--- src/rtl/serial_4094_driver.sv ---
// Master for the global 4094 shift-register chain: shifts a parallel word out MSB-first on a
// divided clock, strobes it into the output latches and captures the chain's serial readback.
module serial_4094_driver #(
  parameter int WIDTH         = 24,
  parameter int CLK_DIV       = 4,
  parameter int STROBE_CYCLES = 2
) (
  input  logic             clk,
  input  logic             rst,
  input  logic [WIDTH-1:0] din,
  input  logic             din_valid,
  output logic             din_ready,
  output logic [WIDTH-1:0] dout,
  output logic             dout_valid,
  output logic             busy,
  output logic             oe,
  output logic             sclk,
  output logic             sdata,
  output logic             strobe,
  input  logic             miso
);

  localparam int PH_MAX = (CLK_DIV > STROBE_CYCLES) ? CLK_DIV : STROBE_CYCLES;
  localparam int PH_W   = $clog2(PH_MAX) + 1;
  localparam int BIT_W  = $clog2(WIDTH) + 1;

  localparam logic [PH_W-1:0]  DIV_LAST  = PH_W'(CLK_DIV - 1);
  localparam logic [PH_W-1:0]  STB_LAST  = PH_W'(STROBE_CYCLES - 1);
  localparam logic [BIT_W-1:0] BIT_FIRST = BIT_W'(WIDTH - 1);

  typedef enum logic [2:0] {
    IDLE,
    LOW,
    HIGH,
    STROBE,
    DONE
  } state_t;

  state_t           state_reg, state_next;
  logic [WIDTH-1:0] shift_reg, shift_next;
  logic [WIDTH-1:0] rb_reg, rb_next;
  logic [WIDTH-1:0] dout_reg, dout_next;
  logic [PH_W-1:0]  phase_reg, phase_next;
  logic [BIT_W-1:0] bit_reg, bit_next;
  logic             bit_out_reg, bit_out_next;
  logic             oe_reg, oe_next;

  always_ff @(posedge clk) begin
    if (rst) begin
      state_reg   <= IDLE;
      shift_reg   <= '0;
      rb_reg      <= '0;
      dout_reg    <= '0;
      phase_reg   <= '0;
      bit_reg     <= '0;
      bit_out_reg <= 1'b0;
      oe_reg      <= 1'b0;
    end else begin
      state_reg   <= state_next;
      shift_reg   <= shift_next;
      rb_reg      <= rb_next;
      dout_reg    <= dout_next;
      phase_reg   <= phase_next;
      bit_reg     <= bit_next;
      bit_out_reg <= bit_out_next;
      oe_reg      <= oe_next;
    end
  end

  always_comb begin
    state_next   = state_reg;
    shift_next   = shift_reg;
    rb_next      = rb_reg;
    dout_next    = dout_reg;
    phase_next   = phase_reg;
    bit_next     = bit_reg;
    bit_out_next = bit_out_reg;
    oe_next      = oe_reg;

    unique case (state_reg)
      IDLE: begin
        if (din_valid) begin
          shift_next   = din;
          rb_next      = '0;
          bit_next     = BIT_FIRST;
          phase_next   = '0;
          bit_out_next = din[WIDTH-1];
          state_next   = LOW;
        end
      end

      LOW: begin
        if (phase_reg == DIV_LAST) begin
          phase_next = '0;
          state_next = HIGH;
        end else begin
          phase_next = phase_reg + PH_W'(1);
        end
      end

      HIGH: begin
        // The data bit is held in bit_out_reg, so shifting early in HIGH never disturbs sdata.
        if (phase_reg == '0) begin
          rb_next    = WIDTH'({rb_reg, miso});
          shift_next = shift_reg << 1;
        end
        if (phase_reg == DIV_LAST) begin
          phase_next = '0;
          if (bit_reg == '0) begin
            state_next = STROBE;
          end else begin
            bit_next     = bit_reg - BIT_W'(1);
            bit_out_next = shift_next[WIDTH-1];
            state_next   = LOW;
          end
        end else begin
          phase_next = phase_reg + PH_W'(1);
        end
      end

      STROBE: begin
        // Readback and oe are committed on entry to DONE so they are visible alongside dout_valid.
        if (phase_reg == STB_LAST) begin
          phase_next = '0;
          dout_next  = rb_reg;
          oe_next    = 1'b1;
          state_next = DONE;
        end else begin
          phase_next = phase_reg + PH_W'(1);
        end
      end

      DONE: begin
        state_next = IDLE;
      end

      default: begin
        state_next = IDLE;
      end
    endcase
  end

  assign din_ready  = (state_reg == IDLE);
  assign busy       = (state_reg != IDLE);
  assign dout_valid = (state_reg == DONE);
  assign sclk       = (state_reg == HIGH);
  assign strobe     = (state_reg == STROBE);
  assign sdata      = ((state_reg == LOW) || (state_reg == HIGH)) & bit_out_reg;
  assign dout       = dout_reg;
  assign oe         = oe_reg;

endmodule

--- config.mk ---
export PLATFORM = sky130hd
export DESIGN_NAME = serial_4094_driver
export DESIGN_NICKNAME = d
export VERILOG_FILES = /design/src/rtl/serial_4094_driver.sv
export SDC_FILE = /design/constraint.sdc
export NUM_CORES = 1
export LEC_CHECK = 0
export BUFFER_PORTS_ARGS = -buffer_cell sky130_fd_sc_hd__buf_2
export CAP_MARGIN = 0
export CORE_UTILIZATION = 30
export DETAILED_ROUTE_END_ITERATION = 10
export PLACE_DENSITY_LB_ADDON = 0.3
export SLEW_MARGIN = 20
export SYNTH_ARGS = -nofsm -noshare
export SYNTH_HDL_FRONTEND = slang
export SYNTH_SLANG_ARGS = --single-unit
--- constraint.sdc ---
create_clock -name clk -period 2.1 [get_ports clk]
set_input_delay 0.42 -clock clk [delete_from_list [all_inputs] [get_ports clk]]
set_output_delay 0.42 -clock clk [all_outputs]
set_load 0.03 [all_outputs]
==> metrics.md, run 1 <==
| Metric | Value |
|---|---|
| DRC Markers | 0 |
| Worst path required time | 1.68 ns |
| Cells after Synth | 428 |
| Int Pwr | 3421 uW |
| Maximum fanout along the worst path | 11 |
| Placer Congestion | approximately 0.75 |
| Largest net degree at the start of global routing | 46 |
| Status | finished, final reports clean |
| Layout cells sized above 1 | 23.70% |
| Die Span Y | 113.0 um |
| PortBufs | 58 |
| Vias post-DR | 3198 |
| Clk pwr share | 28.7% |
| Mean post-synth cell area | 8.639 um^2 |
| Max Clock Skew | 0.009912 ns |
| Row count | 40 |
| Vias per cell | 5.092 |
| Placed insts | around 600 |
| Wirelength, routed | 8.561 mm |
| Post-route antenna net violation count | 0 |
| FILL cells | 1226 |
| Fin area | 0.004441 mm^2 |
| Synthesized Nets | between 400 and 500 |
| Final period utilization | 91.63% |
| Gr ovfl total | 0 |
| Main synth FF type | dfxtp_1 |
| Post-layout net count | 511 |
| Unique cell type count in the Yosys netlist | 47 |
| Cts bufs inserted | 9 |
| Vias in the first global route | 3085 |
| Finish-stage setup viols | 0 |
| Commonest non-fill, non-tap cell in the layout | dfxtp_1 |
| CTS root buffer | clkbuf_16 |
| N_diodes | 0 |
| Net switching fraction of the power | 36.33% |
| Boundary Pins | 59 |
| Post-cts hold buffer count | 0 |
| Cell area after synthesis | ~0.0037 mm^2 |
| Area Growth Syn to Fin | 20.10% |
| FF+latch count, synth | 86 |
| Synth async-reset ratio | 0% |
| Register area share after synthesis | between 40 and 50% |
| Max Slew Vio Count | 0 |
| Min cycle time layout | slightly below 2 ns |
| WL/cell | 13.63 um |
| CTS H-tree lvls | 3 |
| RSZ-0062 raised after global routing | false |
| # clock sinks | 86 |
| Die area | between 0.01 and 0.015 mm^2 |
| R2R setup slack | 0.26 ns |
| First-pass GRT wire length | 14.81 mm |
| Crit Path Class | register to primary output |
| DRT Pass-1 Iters | 5 |
| Commonest cells after routing, fill and taps aside | dfxtp_1, nand2_1, buf_2 |
| Max Fclk | 519.7 MHz |
| Die W | 113.0 um |
| Switch Pwr | 1952 uW |
| Antenna violations before repair | 0 |
| Worst setup EP type | primary output |
| Max_slew headroom | 53.13% |
| Initial Util | between 30% and 40% |
| Post-synth EDFFs | 0 |
| YS warnings | 0 |
| Worst-path clk slew | 0.06 ns |
| Comb power frac | 33.4% |
| DR iter-0 viols | 253 |
| Hold Fails Final Rpt | 0 |
| Final std cells w/o fill | 628 |
| Area post-placement | between 0.004 and 0.005 mm^2 |
| Setup bufs post-CTS | 0 |
| HP Class | input port to register |
| Core area | 0.01201 mm^2 |
| Leak pwr | 0.001711 uW |
| Hpwl dp | 5.704 mm |
| Setup TNS | 0 ns |
| Clk Latency, worst-skew pair | 0.34 ns |
| PD cells | 1210 mW/mm^2 |
| CTS tree | yes |
| MaxCap Viol Count | 0 |
| Register share of total power | 37.8% |
| Startpoint Class | register |
| Clock buffer depth | 2 |
| Overall routing resource usage | 14.26% |
| Worst VDD drop | 451.8 uV |
| Worst path arrival time | 1.50 ns |
| Worst Max-Slew Pin Slew | just under 0.7 ns |
repair_timing:
item,CTS,global route
gates cloned,0,0
endpoints found under the hold margin,0,0
gates resized for setup,1,4
endpoints found under the setup margin,1,25
final cells by class:
cell class	count	area, um^2	area share, %
multi-input combinational	294	1775	39.98
sequential	86	1723	38.80
timing repair buffer	72	410.4	9.242
clock buffer	13	270.3	6.086
tap	147	183.9	4.142
inverter	13	52.55	1.183
clock inverter	3	25.02	0.5635
kinds of logic after synthesis:
group                      count (synthesis)  synth area share, %
adders and majority gates                  7                2.369
DFF                                       86                46.57
xor gates and xnor gates                   1               0.2369
AOI/OAI and AO/OA                        106                23.82
and+or+nand+nor                          178                20.74
buffers and inverters                     48                5.719
muxes                                      2               0.5415
worst max-delay path: stages, from the launching register on:
cell and delay, ns:
dfxtp_1 0.31, nor2_1 0.26, nand2_1 0.16, clkinvlp_4 0.20, buf_2 0.23
routing by layer:
metal / vias up / wire length [um] / global-route usage [%] / share of wire (%)
met5: - / 0 / 0 / 0
met4: 0 / 102 / 5.000 / 1.2
met3: 10 / 435 / 3.589 / 5.1
met2: 89 / 3945 / 22.74 / 46
met1: 1506 / 4078 / 18.69 / 48
li1: 1593 / - / - / -
cell usage after synthesis (5+ instances only):
master	count	area (um^2)
a311oi_2	17	255.2
buf_2	7	35.03
inv_1	13	48.80
a22oi_1	24	180.2
nor3_1	5	25.02
nor2_1	56	210.2
a311oi_1	5	43.79
nand2_1	76	285.3
a21oi_1	31	155.2
ha_1	7	87.58
o21ai_0	5	25.02
dfxtp_1	86	1722
clkbuf_1	24	90.09
nand3_1	25	125.1
power by group through the flow:
stage	clock network (uW)	logic, uW	registers (uW)
2_1_floorplan	0	1440	2020
3_5_place_dp	0	1790	2060
3_3_place_gp	0	1750	2060
5_1_grt	1660	2000	2060
4_1_cts	1590	1790	2030
6_report	1540	1800	2030
path summary, 6_finish.rpt:
| check | from | endpoint | depth (start not counted) |
|---|---|---|---|
| hold reg to reg | dout[8] | dout[8] | 2 |
| hold / removal | miso | rb_reg[0] | 3 |
| setup reg to reg | phase_reg[0] | shift_reg[7] | 7 |
| setup / recovery | state_reg[2] | sclk | 4 |
stage by stage:
| step | worst slack (ns) | util [%] | hold slack (ns) | power (uW) |
|---|---|---|---|---|
| after global routing | 0.05477 | 36.97 | 0.3531 | 5729 |
| after detailed placement | 0.1723 | 34.40 | 0.4465 | 3851 |
| final | 0.1757 | 36.97 | 0.3343 | 5373 |
| after global placement | 0.2750 | 34.40 | 0.4426 | 3809 |
| after floorplan | 0.1707 | - | 0.4299 | 3455 |
| after CTS | 0.01480 | 36.88 | 0.3181 | 5411 |
Note: power is estimated with default switching activity, not from simulation.
==> run 2: changes to the inputs <==
--- a/config.mk
+++ b/config.mk
@@ -7,10 +7,12 @@
 export LEC_CHECK = 0
 export BUFFER_PORTS_ARGS = -buffer_cell sky130_fd_sc_hd__buf_2
 export CAP_MARGIN = 0
+export CORE_MARGIN = 3
 export CORE_UTILIZATION = 30
 export DETAILED_ROUTE_END_ITERATION = 10
+export MAX_ROUTING_LAYER = met4
 export PLACE_DENSITY_LB_ADDON = 0.3
-export SLEW_MARGIN = 20
+export SLEW_MARGIN = 10
 export SYNTH_ARGS = -nofsm -noshare
 export SYNTH_HDL_FRONTEND = slang
 export SYNTH_SLANG_ARGS = --single-unit
==> run 2 against run 1 <==
  * Hold slack got worse by 0.011 ns
  * Cell count decreased by 0.80%
  * Combinational power about the same
  * Utilization increased by 0.82 points
  * Maximum frequency decreased by 4.2%
  * Cell area decreased by 0.34%
  * Setup slack got worse by 0.084 ns
  * Critical endpoint unchanged
  * Largest cell class unchanged
  * Largest power group unchanged
==> metrics.md, run 2 (synthesized netlist as in run 1, its figures left out) <==
| Metric | Value |
|---|---|
| Status | finished, final reports clean |
| Area post-placement | a little over 0.004 mm^2 |
| CTS H-tree lvls | 3 |
| Hold Fails Final Rpt | 0 |
| Initial Util | 31.57% |
| Commonest non-fill, non-tap cell in the layout | dfxtp_1 |
| Placer Congestion | around 0.8 |
| WL/cell | 13.95 um |
| Die Span Y | 117.0 um |
| Post-CTS resize count | 0 |
| Clk Latency, worst-skew pair | about 0.34 ns |
| Max incr delay on CP | 0.31 ns |
| Worst setup EP type | primary output |
| MaxCap Viol Count | 0 |
| Largest net degree at the start of global routing | roughly 50 |
| DR iter-0 viols | between 150 and 200 |
| CTS root buffer | clkbuf_16 |
| Gr ovfl total | 0 |
| Switch Pwr | slightly below 2000 uW |
| Clock buffer depth | 2 |
| Worst-path clk slew | 0.06 ns |
| Die W | 117.0 um |
| Vias in the first global route | about 3000 |
| Layout cells sized above 1 | 22.92% |
| Overall routing resource usage | between 10 and 15% |
| Final period utilization | 95.65% |
| Worst VDD drop | 601.3 uV |
| DRT Pass-1 Iters | 4 |
| Final std cells w/o fill | just over 600 |
| Setup bufs post-CTS | 0 |
| Die area | 0.01369 mm^2 |
| CP Cell Sequence | nor2_1, nand2_1, inv_1, buf_2 |
| Row count | 39 |
| Area Growth Syn to Fin | 19.70% |
| CTS tree | yes |
| Antenna violations before repair | 0 |
| Core area | about 0.012 mm^2 |
| Max Slew Vio Count | 0 |
| PortBufs | 58 |
| Maximum fanout along the worst path | 11 |
| Hpwl dp | around 5.6 mm |
| Commonest cells after routing, fill and taps aside | dfxtp_1, nand2_1, buf_2 |
| RSZ-0062 raised after global routing | false |
| Comb power frac | around a third |
| Vias per cell | 5.074 |
| Placed insts | 607 |
| Fin area | 0.004425 mm^2 |
| Post-route antenna net violation count | 0 |
| Min cycle time layout | 2.009 ns |
| Post-cts hold buffer count | 0 |
| Worst path required time | 1.68 ns |
| Worst path arrival time | roughly 1.6 ns |
| First-pass GRT wire length | 14.86 mm |
| Worst Max-Slew Pin Slew | 0.6462 ns |
| Cts bufs inserted | 9 |
| Register share of total power | 37.7% |
| Finish-stage setup viols | 0 |
| # clock sinks | 86 |
| Clk pwr share | ~29% |
| DRC Markers | 0 |
| Crit Path Class | register to primary output |
| Setup TNS | 0 ns |
| Vias post-DR | around 3200 |
| Leak pwr | 0.001712 uW |
| Max_slew headroom | 56.47% |
| Boundary Pins | just under 60 |
| HP Class | input port to register |
| PD cells | 1219 mW/mm^2 |
| Max Clock Skew | between 0.008 and 0.009 ns |
| Wirelength, routed | 8.688 mm |
| Startpoint Class | register |
| N_diodes | 0 |
| Critical-path top delay cell | dfxtp_1 |
| Max Fclk | 497.9 MHz |
| Net switching fraction of the power | 36.33% |
| Post-layout net count | 510 |
| Int Pwr | between 3000 and 4000 uW |
==> run 2: changes by cell type in the layout (fill, tap and decap cells not counted), sizes merged <==
cell / delta
buf: -1
bufinv: +1
clkbuf: -2
inv: +1
==> run 2: metrics by stage <==
step	hold WS, ns	total power (uW)	setup slack [ns]	util [%]
after floorplan	0.4299	3455	0.1707	-
after global placement	0.4436	3815	0.2799	35.28
after detailed placement	0.4472	3849	0.1071	35.28
after CTS	0.3120	5455	0.05815	37.77
after global routing	0.3500	5776	0.006675	37.79
final	0.3236	5395	0.09143	37.79
==> run 2: power groups by stage <==
stage | Sequential, uW | Combinational [uW] | Clock [uW]
6_report | 2030 | 1780 | 1590
5_1_grt | 2060 | 1990 | 1720
4_1_cts | 2030 | 1790 | 1630
3_5_place_dp | 2060 | 1790 | 0
3_3_place_gp | 2060 | 1760 | 0
2_1_floorplan | 2020 | 1440 | 0
==> run 2: worst paths after layout <==
kind	startpoint	to	slack, ns	depth (start not counted)
worst max-delay path	state_reg[2]	sclk	0.09	4
worst min-delay path	miso	rb_reg[0]	0.32	3
worst max register to register	phase_reg[0]	shift_reg[14]	0.23	7
worst min register to register	dout[16]	dout[16]	0.45	2
==> run 2: worst max-delay path, delay by kind of cell, from the launching register on <==
| family | cells | cell delay (ns) |
|---|---|---|
| buf+inv | 2 | 0.58 |
| flops | 1 | 0.31 |
| simple gates | 2 | 0.37 |
==> run 2: final cells by class <==
type	instances	area, um^2
Clock inverter	5	58.81
Inverter	13	48.80
Sequential cell	86	1723
Tap cell	143	178.9
Clock buffer	11	232.7
Fill cell	1240	7286
Multi-Input combinational cell	294	1770
Timing Repair Buffer	71	412.9
==> run 2: layer usage <==
layer	track usage (%)	part of all wire [%]	vias up
met1	18.73	49	1493
met4	4.358	0.87	0
met5	-	0	-
li1	-	-	1598
met3	3.548	3.9	8
met2	20.63	47	62
==> run 3: changes to the inputs <==
--- a/config.mk
+++ b/config.mk
@@ -7,8 +7,8 @@
 export LEC_CHECK = 0
 export BUFFER_PORTS_ARGS = -buffer_cell sky130_fd_sc_hd__buf_2
 export CAP_MARGIN = 0
-export CORE_MARGIN = 3
 export CORE_UTILIZATION = 30
+export CTS_BUF_LIST = sky130_fd_sc_hd__clkbuf_2 sky130_fd_sc_hd__clkbuf_4 sky130_fd_sc_hd__clkbuf_8
 export DETAILED_ROUTE_END_ITERATION = 10
 export MAX_ROUTING_LAYER = met4
 export PLACE_DENSITY_LB_ADDON = 0.3
==> run 3 against run 2 <==
  * Sequential power hardly changed
  * Count of clock-buffer cells in the layout increased by 2
  * Wire length down 1.9%
  * Clock skew increased by 0.0049 ns
  * Setup slack improved by 0.063 ns
  * Flip-flop and latch count did not move
  * Non-clock buffer count is 1 higher
  * Combinational power barely moved
  * Register-to-register slack improved by 0.02 ns
  * Clock power shrank 29%
  * Hold slack worse by 0.013 ns
  * Critical path type unchanged
  * Critical endpoint unchanged
  * Largest power group unchanged
==> metrics.md, run 3 (synthesized netlist as in run 1, its figures left out) <==
| Metric | Value |
|---|---|
| Status | finished, final reports clean |
| Final period utilization | 92.63% |
| DRC Markers | 0 |
| Post-CTS resize count | 1 |
| Finish-stage setup viols | 0 |
| Initial Util | 30.78% |
| First-pass GRT wire length | 14.80 mm |
| Gr ovfl total | 0 |
| Vias in the first global route | 3089 |
| Worst Max-Slew Pin Slew | between 0.6 and 0.7 ns |
| MaxCap Viol Count | 0 |
| Worst path arrival time | 1.53 ns |
| Placer Congestion | between 0.7 and 0.8 |
| Setup TNS | 0 ns |
| Commonest non-fill, non-tap cell in the layout | dfxtp_1 |
| Worst path required time | around 1.7 ns |
| Clk Latency, worst-skew pair | 0.35 ns |
| Maximum fanout along the worst path | 11 |
| Core area | 0.01201 mm^2 |
| Post-cts hold buffer count | 0 |
| Area of the multi-input gates | around 0.0018 mm^2 |
| Startpoint Class | register |
| Worst hold slack | 0.3105 ns |
| Overall routing resource usage | 14.66% |
| Max_slew headroom | 54.03% |
| WL/cell | approximately 14 um |
| PD cells | 1141 mW/mm^2 |
| PortBufs | 58 |
| Leak pwr | 0.001668 uW |
| Min cycle time layout | 1.945 ns |
| Antenna violations before repair | 0 |
| Hpwl dp | 5.704 mm |
| Max Clock Skew | around 0.014 ns |
| Vias per cell | 5.046 |
| Crit Path Class | register to primary output |
| Hold Fails Final Rpt | 0 |
| Layout cells sized above 1 | around a quarter |
| Worst VDD drop | 512.8 uV |
| DR iter-0 viols | 232 |
| Max Fclk | 514.1 MHz |
| Die Span Y | 113.0 um |
| Total power | 4952 uW |
| Row count | 40 |
| CTS root buffer | clkbuf_8 |
| Worst setup EP type | primary output |
| HP Class | input port to register |
| Post-layout net count | roughly 510 |
| Die W | 113.0 um |
| Clock buffer depth | 2 |
| R2R setup slack | 0.25 ns |
| CTS H-tree lvls | 3 |
| CTS tree | yes |
| Die area | 0.01277 mm^2 |
| Max Slew Vio Count | 0 |
| Area Growth Syn to Fin | 17.39% |
| RSZ-0062 raised after global routing | false |
| Cts bufs inserted | 9 |
| Commonest cells after routing, fill and taps aside | dfxtp_1, nand2_1, buf_2 |
| # clock sinks | 86 |
| Post-route antenna net violation count | 0 |
| FILL cells | 1229 |
| Wirelength, routed | 8.524 mm |
| Vias post-DR | 3169 |
| Worst-path clk slew | 0.09 ns |
| Setup bufs post-CTS | 0 |
| Boundary Pins | 59 |
| N_diodes | 0 |
| Register area | 0.001723 mm^2 |
| DRT Pass-1 Iters | 4 |
| Largest net degree at the start of global routing | 46 |
==> run 3: cell count changes in the layout (fill, tap and decap cells not counted), moves of 2 or more <==
cell	delta
buf_4	+2
clkbuf_1	-2
clkbuf_16	-9
clkbuf_8	+12
==> run 3: worst paths after layout <==
path                 from            to  depth (start not counted)
max          state_reg[2]          sclk                          4
min reg2reg       dout[8]       dout[8]                          2
min                  miso     rb_reg[0]                          3
max reg2reg  phase_reg[0]  shift_reg[7]                          7
==> run 3: final cells by class <==
| class | count | area share, % |
|---|---|---|
| Clock buffer | 13 | 3.978 |
| Multi-Input combinational cell | 294 | 40.91 |
| Clock inverter | 3 | 0.5765 |
| Tap cell | 147 | 4.238 |
| Timing Repair Buffer | 72 | 9.398 |
| Sequential cell | 86 | 39.69 |
| Inverter | 13 | 1.211 |
==> run 3: routing by layer <==
layer  wire (um)  GRT usage, %
met1        4100         18.69
met2        3952         22.62
met3         394         3.856
met4          76         4.649
met5           0             -
==> run 3: where the power goes <==
| part | internal (uW) | switching [uW] | total (uW) |
|---|---|---|---|
| logic | 633 | 1160 | 1790 |
| clock network | 547 | 582 | 1130 |
| registers | 1880 | 150 | 2030 |
| total | 3060 | 1890 | 4950 |
==> run 3: worst max-delay path, stage by stage (launching register included) <==
cell and delay [ns]:
dfxtp_1 0.32, nor2_1 0.26, nand2_1 0.16, clkinvlp_4 0.20, buf_2 0.23
==> run 3: through the flow <==
step | area [um^2] | setup WS (ns) | std cells | util [%]
6_report | 4340 | 0.1548 | 628 | 36.14
5_1_grt | 4340 | 0.01242 | 628 | 36.14
4_1_cts | 4330 | 0.05137 | 628 | 36.05
3_5_place_dp | 4131 | 0.1723 | 612 | 34.40
3_3_place_gp | 4131 | 0.2750 | 612 | 34.40
2_1_floorplan | 3702 | 0.1707 | 428 | -
